`src/rtl/f_pc_redirect.sv`:
```
// Fetch-stage PC register with stall hold and a one-entry redirect buffer.
// A redirect (taken branch, j, jal or jr) from Decode that arrives while the
// hazard unit stalls is remembered and applied on the first non-stalled edge.
// Also produces the PC+4 link value, a fetch-address fault flag and a
// saturating count of applied redirects.
//
// Control semantics (there is no valid/ready pair here):
//   jump/jump_target act as a valid/payload pair. Decode presents the pair for
//   exactly one cycle and expects no acknowledgement. stall acts as an inverted
//   ready. When stall=0 a live jump is applied at that edge. When stall=1 the
//   target is captured into the buffer, and a later jump in the same stall
//   overwrites it. The buffered target is applied on the first edge with
//   stall=0, unless a live jump on that same edge replaces it.
module f_pc_redirect #(
  parameter logic [31:0] RESET_PC  = 32'h0000_3000,
  parameter logic [31:0] IMEM_BASE = 32'h0000_3000,
  parameter logic [31:0] IMEM_SIZE = 32'h0000_4000,
  parameter int          CNT_W     = 16
) (
  input  logic             clk,
  input  logic             reset,
  input  logic             stall,
  input  logic             jump,
  input  logic [31:0]      jump_target,
  output logic [31:0]      pc,
  output logic [31:0]      pc_plus4,
  output logic             pc_adel,
  output logic             redirect_pending,
  output logic [CNT_W-1:0] redirect_cnt
);

  typedef enum logic {
    IDLE = 1'b0,
    PEND = 1'b1
  } state_t;

  // The legal window is computed in 33 bits so that IMEM_BASE+IMEM_SIZE = 2^32
  // cannot wrap around.
  localparam logic [32:0] WIN_LO = {1'b0, IMEM_BASE};
  localparam logic [32:0] WIN_HI = {1'b0, IMEM_BASE} + {1'b0, IMEM_SIZE};

  state_t           state_q, state_d;
  logic [31:0]      pc_q, pc_d;
  logic [31:0]      pend_tgt_q, pend_tgt_d;
  logic [CNT_W-1:0] cnt_q;
  logic             apply_redirect;
  logic [31:0]      seq_pc;

  assign seq_pc = pc_q + 32'd4;

  // State register: PC, buffer FSM, buffered target and redirect counter.
  always_ff @(posedge clk) begin
    if (reset) begin
      state_q    <= IDLE;
      pc_q       <= RESET_PC;
      pend_tgt_q <= 32'h0;
      cnt_q      <= '0;
    end else begin
      state_q    <= state_d;
      pc_q       <= pc_d;
      pend_tgt_q <= pend_tgt_d;
      if (apply_redirect && (cnt_q != {CNT_W{1'b1}})) begin
        cnt_q <= cnt_q + CNT_W'(1);
      end
    end
  end

  // Next-state logic, in priority order: stall, live jump, buffered redirect, sequential.
  always_comb begin
    state_d        = state_q;
    pc_d           = pc_q;
    pend_tgt_d     = pend_tgt_q;
    apply_redirect = 1'b0;
    if (stall) begin
      if (jump) begin
        pend_tgt_d = jump_target;
        state_d    = PEND;
      end
    end else if (jump) begin
      pc_d           = jump_target;
      state_d        = IDLE;
      apply_redirect = 1'b1;
    end else if (state_q == PEND) begin
      pc_d           = pend_tgt_q;
      state_d        = IDLE;
      apply_redirect = 1'b1;
    end else begin
      pc_d = seq_pc;
    end
  end

  // Outputs: registered PC and counter, plus combinational link value and fault flag.
  always_comb begin
    pc               = pc_q;
    pc_plus4         = seq_pc;
    redirect_pending = (state_q == PEND);
    redirect_cnt     = cnt_q;
    pc_adel          = (pc_q[1:0] != 2'b00) ||
                       ({1'b0, pc_q} < WIN_LO) ||
                       ({1'b0, pc_q} >= WIN_HI);
  end

endmodule
```
`config.mk`:
```
export PLATFORM = sky130hd
export DESIGN_NAME = f_pc_redirect
export DESIGN_NICKNAME = d
export VERILOG_FILES = /design/src/rtl/f_pc_redirect.sv
export SDC_FILE = /design/constraint.sdc
export NUM_CORES = 1
export LEC_CHECK = 0
export BUFFER_PORTS_ARGS = -buffer_cell sky130_fd_sc_hd__buf_2
export CORE_UTILIZATION = 55
export CTS_BUF_LIST = sky130_fd_sc_hd__clkbuf_4
export DETAILED_ROUTE_END_ITERATION = 16
export GPL_TIMING_DRIVEN = 0
export PLACE_DENSITY_LB_ADDON = 0.12
export SLEW_MARGIN = 10
export SYNTH_ARGS = -nofsm -noshare
export SYNTH_HDL_FRONTEND = slang
export SYNTH_SLANG_ARGS = --single-unit
```
`constraint.sdc`:
```
create_clock -name clk -period 3.94 [get_ports clk]
set_input_delay 0 -clock clk [delete_from_list [all_inputs] [get_ports clk]]
set_output_delay 0 -clock clk [all_outputs]
set_load 0.02 [all_outputs]
```
==> results.md <==
- Status: finished clean
- Final Critical Period: about 2.8 ns
- Crit Path Class: reg -> out
- Via-to-Cell Ratio: roughly 6
- Register-to-Register Path Depth: 5
- Hold path start: stall
- Root Buffer: clkbuf_4
- Worst Path Max Fanout: 7
- Cells after synthesis: 597
- Ant diodes: 0
- FF-to-FF End: pc[17]$_SDFFE_PP0N_
- Die Y: around 94 um
- Slew headroom: a little under half
- Largest net degree at the start of global routing: 15
- Leak Pwr: around 2.4 nW
- Initial Utilization: approximately 57%
- Period utilization: a little over two thirds
- Clock-pin transition on the worst setup and hold timing paths: ~0.13 ns
- Worst path most repeated cell: or4_4
- Hold Crit Class: in -> reg
- Syn nets: between 600 and 700
- Worst flop-to-flop path startpoint: pc[3]$_SDFFE_PP0N_
- Setup repair after global routing missed its margin: no
- Layout Nets: between 700 and 800
- Hold depth: 5
- Width of the die: between 90 and 100 um
- Worst skew pair latency: between 0.4 and 0.5 ns
- Crit-path max cell delay: ~0.66 ns
- Length of the first detailed-routing pass in iterations: 5
- Mean Syn Cell Area: a little under 8 sq um
- Crit path from: pc[3]$_SDFFE_PP0N_
- Post-route ant nets: 0
- Iteration-0 DRC Markers: between 400 and 500
- Multi-input gate area: ~2700 sq um
- Worst Skew: about 0.032 ns
- Asr flop ratio synth: 0%
- GPL Wtd Cong: between 0.8 and 0.9
- Fraction of layout cells with a size suffix above 1: between 20% and 30%
- CTS tree: yes
- Fin. max-slew vios: 0
- CTS Buf Count: 9
- Endpoints failing setup: 0
- Setup_tns: 0 ns
- Worst Path Required: just under 4 ns
- VDD IR max: between 0.2 and 0.25 mV
- Netlist Area Pre-Place: about 4700 sq um
- Pwr dens: between 300 and 400 nW/um^2
- FILL cells: roughly 700
- Post-synth EDFFs: 0
- Setup crit end kind: output pin
- Final Instance Area: between 5000 and 6000 sq um
- Slowest cell on the critical path: or4_4
- Unique cell type count in the Yosys netlist: between 50 and 60
- Initial antenna violation count: 0
- Gr ovfl total: 0
- Final wirelength: approximately 15000 um
- Core Area: ~8200 sq um
- Hold EP: pend_tgt_q[31]$_SDFFE_PP0P_
- Register area share after synthesis: 34.6%
- Die area: roughly 8900 sq um
- Num rows: 33
- GR Layer Usage met3: 5.99%
- DR DRC count: 0
- First-pass GRT wire length: 23300 um
- PortBufs: 116
- Synthesis warning total: 0
- Busiest grt layer: met2
- Area occupied by registers: around 1600 sq um
- Via count: 5265
- H-Tree Level Count: 3
- Worst Max-Slew Pin Slew: 0.780 ns
- Setup slack at placement: between 1.5 and 2 ns
- Met2 GRT Util: 53.3%
- Total GRT Usage: 34.0%
- Yosys top cell by area: dfxtp_1
- Top FF cell, synth: dfxtp_1
- CTS Sinks: between 80 and 90
- Critical-path cell list: nand3_1, or4_4, or4_4, xnor2_1, buf_2
- Met1 usage: roughly 45%
- R2R Setup Slk: approximately 1.6 ns
- Crit start category: flop
- Share of the synthesized area in the top cell type: about 35%
- DP Area: 5400 sq um
- Largest cells by area after synthesis: dfxtp_1 35%, nand2_1 7.4%, a21oi_1 6.7%
- Crit path DAT: 2.78 ns
- Area grow syn2layout: 25.8%
- FF+latch count, synth: 81
- Achievable Freq: 359 MHz
- Fin. Hold Viols: 0
- I/O pin total: 118
- Min setup slack post-route: approximately 1.2 ns
- Clock Tree Buf Depth: 2
- # Max-Cap Violations: 0
- Vias in the first global route: 4747
- Hpwl dp: approximately 11000 um
- Wire per inst: around 17 um
==> sequential cells by signal, summed over array words and instances, names as in the netlist <==
name              cells
redirect_pending      1
pc                   32
redirect_cnt         16
pend_tgt_q           32
==> routing by layer <==
layer	vias to the layer above	share of wire [%]
met3	48	9.2
met4	0	3.6
li1	2467	-
met1	2436	42
met2	314	45
met5	-	0
==> final cells by class <==
class,instances,share of cell area (%)
well taps,105,2.23
clock inverters,6,1.53
clock buffers,10,1.27
flip-flops and latches,81,27.5
repair buffers,149,15.5
inverters,13,0.828
plain buffers,47,4.95
multi-input cells,456,46.2
==> worst max-delay path by stage <==
stage,slack (ns),to
2_1_floorplan,1.71,pc_plus4[19]
3_3_place_gp,1.64,pc[19]$_SDFFE_PP0N_
3_5_place_dp,1.65,pc[19]$_SDFFE_PP0N_
4_1_cts,1.21,pc_plus4[19]
5_1_grt,0.98,pc_plus4[28]
6_report,1.16,pc_plus4[19]
==> Yosys cell counts, types with 2 or more instances <==
library cell,number
nor4bb_1,2
nor3_1,20
nor2b_1,3
a31oi_1,5
nand2b_1,4
and3_1,11
mux2i_1,12
a222oi_1,3
buf_4,6
o31a_1,6
clkbuf_8,7
a22oi_1,15
or2_2,4
o211ai_1,4
inv_1,12
and2_1,5
nand4_1,14
or3_1,2
o221ai_1,2
nor2_1,46
buf_6,3
a221oi_1,4
nand3_1,17
or4_4,2
a211oi_1,6
a21o_1,5
xor2_1,10
nor4_2,3
nor4_1,11
clkbuf_1,27
and4_1,4
o32ai_1,6
buf_1,4
a21oi_1,63
nand2_1,93
or3_2,2
dfxtp_1,81
o21ai_0,22
ha_1,3
o31ai_1,3
xnor2_1,28
==> where the power goes <==
group	internal (mW)	total [mW]	switching, mW
Combinational	0.156	0.391	0.235
Clock	0.267	0.581	0.314
Sequential	0.858	0.903	0.0458
==> worst max-delay path, delay by kind of cell, from the launching register on <==
family | cells | cell delay, ns
xor gates and xnor gates | 1 | 0.18
and+or+nand+nor | 3 | 1.49
DFF | 1 | 0.48
buffers and inverters | 1 | 0.19
==> cells in the final DEF (no fill, tap or decap), types with 6 or more instances in the layout <==
master / Yosys / routed
mux2i_1: 12 / 12
o31a_1: 6 / 6
nor4_1: 11 / 11
dlygate4sd3_1: 0 / 33
xnor2_1: 28 / 28
o21ai_0: 22 / 22
a211oi_1: 6 / 6
nand3_1: 17 / 17
a22oi_1: 15 / 15
inv_1: 12 / 12
dfxtp_1: 81 / 81
xor2_1: 10 / 10
clkbuf_1: 27 / 27
clkbuf_4: 0 / 10
a21oi_1: 63 / 63
nor3_1: 20 / 20
nand4_1: 14 / 14
buf_4: 6 / 6
clkbuf_8: 7 / 7
and3_1: 11 / 11
o32ai_1: 6 / 6
nand2_1: 93 / 93
nor2_1: 46 / 46
buf_2: 0 / 116
==> timing repair <==
action,4_1_cts,5_1_grt
endpoints found under the hold margin,54,0
setup buffers,0,0
resized for setup,0,0
hold buffers,33,0
==> through the flow <==
stage / instances / power [mW] / hold slack, ns / utilization [%]
final: 867 / 1.87 / 0.126 / 71.7
after global routing: 867 / 1.95 / 0.156 / 71.7
after CTS: 867 / 1.86 / 0.105 / 71.7
after detailed placement: 818 / 1.28 / 0.260 / 65.7
after global placement: 818 / 1.27 / 0.252 / 65.7
after floorplan: 597 / 1.15 / 0.136 / -
==> logic make-up (layout without fill, tap and decap cells) <==
group                    after synthesis  after routing  synth area share [%]
AO/OA/AOI/OAI                        152            152                  20.6
buffers and inverters                 60            225                  7.26
flip-flops                            81             81                  34.6
multiplexers                          13             13                  2.80
adder cells (fa/ha/maj)                3              3                 0.801
XOR/XNOR                              38             38                  7.10
AND/OR/NAND/NOR                      250            250                  26.8
Note: power is estimated with default switching activity, not from simulation.
